===== src/rtl/serial_adder_ctrl.sv =====
// serial_adder_ctrl: bit-serial adder controller.
// A single OneBitAdder is stepped LSB first over WIDTH cycles. The carry is
// registered between bits, and the result is assembled in a shift register.
// The handshake is start/busy/done, with sum/cout held between operations.
// Optional feature: define SERIAL_ADDER_SUB_EN to add the sub port.
// When sub=1 the block computes a - b as a + ~b + 1.

module OneBitAdder (
    input  logic a,
    input  logic b,
    input  logic cin,
    output logic sum,
    output logic cout
);
    assign sum  = a ^ b ^ cin;
    assign cout = (a & b) | (cin & (a ^ b));
endmodule

module serial_adder_ctrl #(
    parameter int WIDTH = 8
) (
    input  logic             clk,
    input  logic             rst_n,
    input  logic             start,
    input  logic [WIDTH-1:0] a,
    input  logic [WIDTH-1:0] b,
`ifdef SERIAL_ADDER_SUB_EN
    input  logic             sub,
`endif
    output logic             busy,
    output logic             done,
    output logic [WIDTH-1:0] sum,
    output logic             cout
);

    localparam int CNT_W = $clog2(WIDTH + 1);
    localparam logic [CNT_W-1:0] LAST_BIT = CNT_W'(WIDTH - 1);
    localparam logic [CNT_W-1:0] CNT_ONE  = CNT_W'(1);

    typedef enum logic [1:0] {
        IDLE = 2'd0,
        RUN  = 2'd1,
        DONE = 2'd2
    } state_t;

    state_t             state_r, state_s;
    logic [WIDTH-1:0]   opa_r, opa_s;
    logic [WIDTH-1:0]   opb_r, opb_s;
    logic [WIDTH-1:0]   res_r, res_s;
    logic [WIDTH-1:0]   sum_r, sum_s;
    logic [CNT_W-1:0]   count_r, count_s;
    logic               carry_r, carry_s;
    logic               cout_r, cout_s;
    logic               busy_r, busy_s;
    logic               done_r, done_s;

    logic               fa_sum_s;
    logic               fa_cout_s;
    logic [WIDTH:0]     res_shift_s;
    logic [WIDTH-1:0]   load_b_s;
    logic               load_c_s;

    // The one and only adder in the block; it sees the current LSBs and the carry.
    OneBitAdder u_fa (
        .a    (opa_r[0]),
        .b    (opb_r[0]),
        .cin  (carry_r),
        .sum  (fa_sum_s),
        .cout (fa_cout_s)
    );

    // New sum bit enters from the MSB side. Written this way, WIDTH=1 also works.
    assign res_shift_s = {fa_sum_s, res_r};

`ifdef SERIAL_ADDER_SUB_EN
    // Subtraction loads the inverted B operand and a carry-in of one.
    assign load_b_s = sub ? ~b : b;
    assign load_c_s = sub;
`else
    assign load_b_s = b;
    assign load_c_s = 1'b0;
`endif

    // Compute the next state, the datapath next values and the handshake outputs.
    always_comb begin
        state_s = state_r;
        opa_s   = opa_r;
        opb_s   = opb_r;
        res_s   = res_r;
        sum_s   = sum_r;
        count_s = count_r;
        carry_s = carry_r;
        cout_s  = cout_r;
        busy_s  = 1'b0;
        done_s  = 1'b0;
        case (state_r)
            IDLE, DONE: begin
                if (start) begin
                    state_s = RUN;
                    opa_s   = a;
                    opb_s   = load_b_s;
                    carry_s = load_c_s;
                    count_s = {CNT_W{1'b0}};
                    res_s   = {WIDTH{1'b0}};
                    busy_s  = 1'b1;
                end else begin
                    state_s = IDLE;
                end
            end
            RUN: begin
                carry_s = fa_cout_s;
                res_s   = res_shift_s[WIDTH:1];
                opa_s   = opa_r >> 1'b1;
                opb_s   = opb_r >> 1'b1;
                count_s = count_r + CNT_ONE;
                if (count_r == LAST_BIT) begin
                    state_s = DONE;
                    sum_s   = res_shift_s[WIDTH:1];
                    cout_s  = fa_cout_s;
                    done_s  = 1'b1;
                end else begin
                    busy_s  = 1'b1;
                end
            end
            default: begin
                state_s = IDLE;
            end
        endcase
    end

    // Register the state, the datapath and the outputs; reset clears everything.
    always_ff @(posedge clk) begin
        if (!rst_n) begin
            state_r <= IDLE;
            opa_r   <= {WIDTH{1'b0}};
            opb_r   <= {WIDTH{1'b0}};
            res_r   <= {WIDTH{1'b0}};
            sum_r   <= {WIDTH{1'b0}};
            count_r <= {CNT_W{1'b0}};
            carry_r <= 1'b0;
            cout_r  <= 1'b0;
            busy_r  <= 1'b0;
            done_r  <= 1'b0;
        end else begin
            state_r <= state_s;
            opa_r   <= opa_s;
            opb_r   <= opb_s;
            res_r   <= res_s;
            sum_r   <= sum_s;
            count_r <= count_s;
            carry_r <= carry_s;
            cout_r  <= cout_s;
            busy_r  <= busy_s;
            done_r  <= done_s;
        end
    end

    assign busy = busy_r;
    assign done = done_r;
    assign sum  = sum_r;
    assign cout = cout_r;

endmodule


===== config.mk =====
export PLATFORM = sky130hd
export DESIGN_NAME = serial_adder_ctrl
export DESIGN_NICKNAME = d
export VERILOG_FILES = /design/src/rtl/serial_adder_ctrl.sv
export SDC_FILE = /design/constraint.sdc
export NUM_CORES = 1
export LEC_CHECK = 0
export ABC_AREA = 1
export CAP_MARGIN = 0
export CELL_PAD_IN_SITES_DETAIL_PLACEMENT = 0
export CELL_PAD_IN_SITES_GLOBAL_PLACEMENT = 1
export CORE_UTILIZATION = 35
export CTS_BUF_LIST = sky130_fd_sc_hd__clkbuf_8
export CTS_CLUSTER_SIZE = 8
export DETAILED_ROUTE_END_ITERATION = 12
export PLACE_DENSITY_LB_ADDON = 0.1
export REMOVE_ABC_BUFFERS = 1
export SLEW_MARGIN = 20
export SYNTH_ARGS = -nofsm -noshare
export SYNTH_HDL_FRONTEND = slang
export SYNTH_SLANG_ARGS = --single-unit

===== constraint.sdc =====
create_clock -name clk -period 3.9 [get_ports clk]
set_clock_uncertainty 0.15 [all_clocks]
set_input_delay 0.78 -clock clk [delete_from_list [all_inputs] [get_ports clk]]
set_output_delay 0.78 -clock clk [all_outputs]
set_load 0.005 [all_outputs]

* After elaboration in Yosys (flattened, before gate mapping)
Cells that the tools add are included.
Storage, ports and cells: register bits after elaboration 42, latch bits 0, bits in writable memories 0, memory bits (read-only) 0, input port bits 19, word-level logic and storage cells 44, memories kept 0
Operators by class: add/subtract/negate cells 1, multipliers 0, divide/modulo/power cells 0, order comparisons 0, eq/ne operators 5, shift operators 0, muxes and demuxes 17, bitwise logic cells 5, reductions and logical operators 6
Operator list (number):
- 8-bit case mux with 2 select lines | 3
- 8-bit two-way mux | 3
- 4-bit case mux with 2 select lines | 1
- 2-bit AND reduction | 3
- 1-bit two-way mux | 5
- 4-bit by 1-bit adder with 4-bit output, second input constant | 1
- 4-bit by 3-bit == test with 1-bit output, second input constant | 1
- 4-bit two-way mux | 1
- 2-bit inequality test, second input constant | 2
- 1-bit case mux with 2 select lines | 2
- 2-bit case mux with 2 select lines | 1
- 1-bit bitwise AND | 2
- 2-bit by 1-bit == test with 1-bit output, second input constant | 1
- 2-bit == test, second input constant | 1
- 2-bit zero test | 1
- 2-bit two-way mux | 1
- 2-bit nonzero test | 1
- 2-bit OR reduction | 1
- 1-bit XOR | 2
- 1-bit bitwise OR | 1

* Longest topological paths before layout
word-level depth 4, mapped depth 7

* Cells and area by module
A second synthesis with hierarchy kept.
Second synthesis, totals: cells, all modules 243, area, all modules 1819.2 sq um
Modules (own cells, without submodules):
- serial_adder_ctrl | instances 1, cells an instance 242, area each 1799.2 sq um, sequential area each 820.8 sq um
- OneBitAdder | instances 1, cells an instance 1, area each 20.0 sq um, sequential area each 0.0 sq um

* Worst setup path after synthesis
OpenSTA, ideal clock, no wires.
path type input -> register, from in start, to reg carry_r, setup time 0.131 ns, data arrival time 1.371 ns, slack 2.249 ns, stages on the path 6, path buffers 3, path through clkbuf_2 -> nand2_4 -> buf_8 -> buf_12 -> nand3_2 -> a21oi_2
Between the ends: word-level cells in the longest chain between the ends 2
RTL lines:
- from (decl) | RTL line 24 | input logic start,
- 2-bit inequality test (no line)
- 2-bit AND reduction (no line)
- to (signal assigned) | RTL line 151 | carry_r <= carry_s;
- to (decl) | RTL line 52 | logic carry_r, carry_s;
Every way passes these cells. A chain may end at the register's enable or synchronous reset.

* Worst setup path after layout
from in start, to reg opa_r[1]
Between the ends: word-level cells in the longest chain between the ends 2
RTL lines:
- 2-bit inequality test (no line)
- 2-bit AND reduction (no line)
- to (signal assigned) | RTL line 135 | opa_r <= {WIDTH{1'b0}};
- to (signal assigned) | RTL line 146 | opa_r <= opa_s;
- to (decl) | RTL line 47 | logic [WIDTH-1:0] opa_r, opa_s;
Every way passes these cells.

==> impl_metrics.py <==
metrics = {
    "status": {
        "status": "complete, no violations",
    },
    "sta": {
        "finalSetupViolCount": 0,
        "fmax_mhz": 443,
        "maxSlewHeadroom_pct": 49.6,
        "setup_tns_ns": 0,
        "rsz0062_at_grt": "false",
        "hold_violations": 0,
        "timing.final.max_slew_violations": 0,
        "tightest_slew_ns": 0.755,
        "setup_ws_ns": 1.64,
        "min_period_over_period_pct": 57.9,
        "min_period_ns": 2.26,
    },
    "synthesis": {
        "syn-instance-count": 243,
        "synth_top_family_by_area": "simple AND/OR/NAND/NOR gates",
        "synth_seq_cells": 41,
        "ys_seq_area_share_pct": 42.0,
        "synth_xor_area_share_pct": 0,
        "ys_warn_count": 0,
        "synth_fa_ha_area_share_pct": 1.66,
        "synth.avg_cell_area_sq_um": 8.05,
        "synth_compound_area_share_pct": 9.85,
        "yosys.cell_types.count": 24,
        "synthMuxAreaShare_pct": 0,
        "synth_simple_gate_area_share_pct": 34.2,
        "syn_area_sq_mm": 0.00196,
    },
    "clocking": {
        "clock_latency_ns": 0.29,
        "clock-sinks": 41,
        "postCtsSetupRepairBufs": 0,
        "ctsResizeCount": 0,
        "cts_buffer_depth": 2,
        "cts_buffers": 5,
        "clockRootBuffer": "clkbuf_8",
        "holdBufCountCts": 0,
        "htreeDepth": 2,
        "clk_pin_slew_ns": 0.08,
        "tritoncts": "yes",
    },
    "final_layout": {
        "layout-drive-gt1-share_pct": 13.7,
        "area_delta_synth_final_pct": 16.9,
        "final_common_cell": "nand3_1",
        "fin_util_pct": 43.6,
        "final_cell_mix": "65 x nand3_1, 41 x dfxtp_1, 39 x nand2_1, 29 x clkdlybuf4s50_1",
        "final_nets": 283,
        "finalNonFillerCells": 333,
        "diodes": 0,
    },
    "worst_setup_path": {
        "reg2reg_depth": 5,
        "worstPathRequired_ns": 3.91,
        "r2r_end": "sum[2]",
        "cp_slowest_cell": "clkdlybuf4s50_1",
        "max_stage_delay_ns": 0.86,
        "r2r_slack_ns": 1.90,
        "cp_max_fo": 29,
        "critPathTopFamily": "buffers and inverters",
        "arrival_ns": 2.27,
        "startpoint_type": "input pin",
        "r2r_start": "state_r[0]",
        "critPathCaptureType": "flip-flop",
        "critPathKind": "input pin to flip-flop",
        "path_buf_inv": 1,
        "worstPathCellList": "clkdlybuf4s50_1 > nand2_4 > nand3_1 > a21oi_1",
    },
    "power_and_ir_drop": {
        "power_w": 0.000854,
        "peakVddDrop_uv": 195,
        "cellLeakagePower_nw": 0.887,
        "p_per_area_mw_per_mm2": 374,
    },
    "global_routing": {
        "antenna_found_initial": 0,
        "grt_max_degree": 30,
        "grtUsageTotal_pct": 14.5,
        "grt_pass1_vias": 1510,
        "overflow": 0,
        "grt_pass1_wl_um": 6890,
    },
    "floorplanning": {
        "io_pins": 30,
        "rows": 26,
        "initial_core_util_pct": 37.3,
        "coreArea_sq_mm": 0.00524,
        "dieArea_sq_mm": 0.00589,
        "chipHeight_um": 76.8,
        "die_w_um": 76.8,
    },
    "hold_path": {
        "hold_path_class": "flip-flop to flip-flop",
        "min_to": "sum[3]",
        "hp-start": "sum[3]",
        "whs_path_depth": 2,
    },
    "place": {
        "place_ws_ns": 1.34,
        "placed_cells": 325,
        "place_congestion": 0.694,
        "hpwl_um": 2520,
        "numPortBuffers": 29,
    },
    "detailed_routing": {
        "antenna_left": 0,
        "viasPerCell": 4.70,
        "drt_wl_total_um": 4010,
        "drt-initial-drc-count": 60,
        "wire_per_inst_um": 12.0,
        "vias": 1565,
        "dr.pass1.iters": 4,
        "drc": 0,
    },
    "run": {
        "cap_violations": 0,
    },
}
==> sequential cells by signal, summed over array words and instances (netlist names) <==
signal and count:
opa_r 8, opb_r 8, sum 8, res_r 7, count_r 4, state_r 2, busy 1, carry_r 1
cout 1, done 1
==> cells in the mapped netlist (all sizes together) <==
library cell / n / area [sq um]
buf: 14 / 140
clkbuf: 4 / 16.3
a21oi: 29 / 183
dfxtp: 41 / 821
nand2: 43 / 181
nor2: 13 / 72.6
nand3: 74 / 415
inv: 21 / 83.8
ha: 1 / 12.5
o21ai: 2 / 10.0
fa: 1 / 20.0
==> kinds of logic (layout without fill, tap and decap cells) <==
group / count (synthesis) / in the layout
AOI/OAI and AO/OA: 31 / 31
buffers and inverters: 39 / 59
and+or+nand+nor: 130 / 130
adders and majority gates: 2 / 2
DFF: 41 / 41
==> metrics by stage <==
stage | hold WS (ns) | cell area, sq um
2_1_floorplan | 0.306 | 1800
3_3_place_gp | 0.314 | 2180
3_5_place_dp | 0.310 | 2180
4_1_cts | 0.324 | 2290
5_1_grt | 0.347 | 2290
6_report | 0.319 | 2290
==> power breakdown <==
part           switching, W  leakage (nW)  internal (W)
sequential        0.0000141         0.334      0.000434
clock              0.000147        0.0542      0.000160
combinational     0.0000590         0.499     0.0000404
==> layout make-up <==
| type | instances | area (sq um) |
|---|---|---|
| Clock inverter | 1 | 5.00 |
| Tap cell | 70 | 87.6 |
| Inverter | 21 | 83.8 |
| Timing Repair Buffer | 30 | 298 |
| Clock buffer | 7 | 96.3 |
| Multi-Input combinational cell | 163 | 895 |
| Sequential cell | 41 | 821 |
| Fill cell | 552 | 2950 |
==> metal layers <==
layer	GRT usage [%]	routed length (um)	up-vias	share of wire [%]
li1	-	-	841	-
met2	22.9	1770	15	44
met3	5.12	80	2	2.0
met4	4.04	27	0	0.67
met5	0	0	-	0
met1	18.6	2130	707	53
==> worst max-delay path by stage <==
stage | startpoint | end | slack (ns) | depth (start not counted)
after floorplan | rst_n | done | 2.20 | 2
after global placement | start | opa_r[3] | 1.36 | 4
after detailed placement | start | opa_r[1] | 1.34 | 4
after CTS | start | opa_r[1] | 1.66 | 4
after global routing | start | count_r[1] | 1.55 | 4
final | start | opa_r[1] | 1.64 | 4
==> worst min-delay path, stage by stage, from the launching register on <==
cell and delay [ns]:
dfxtp_1 0.31, nand3_1 0.07, nand2_1 0.05
Power figures use the tool's default switching activity.
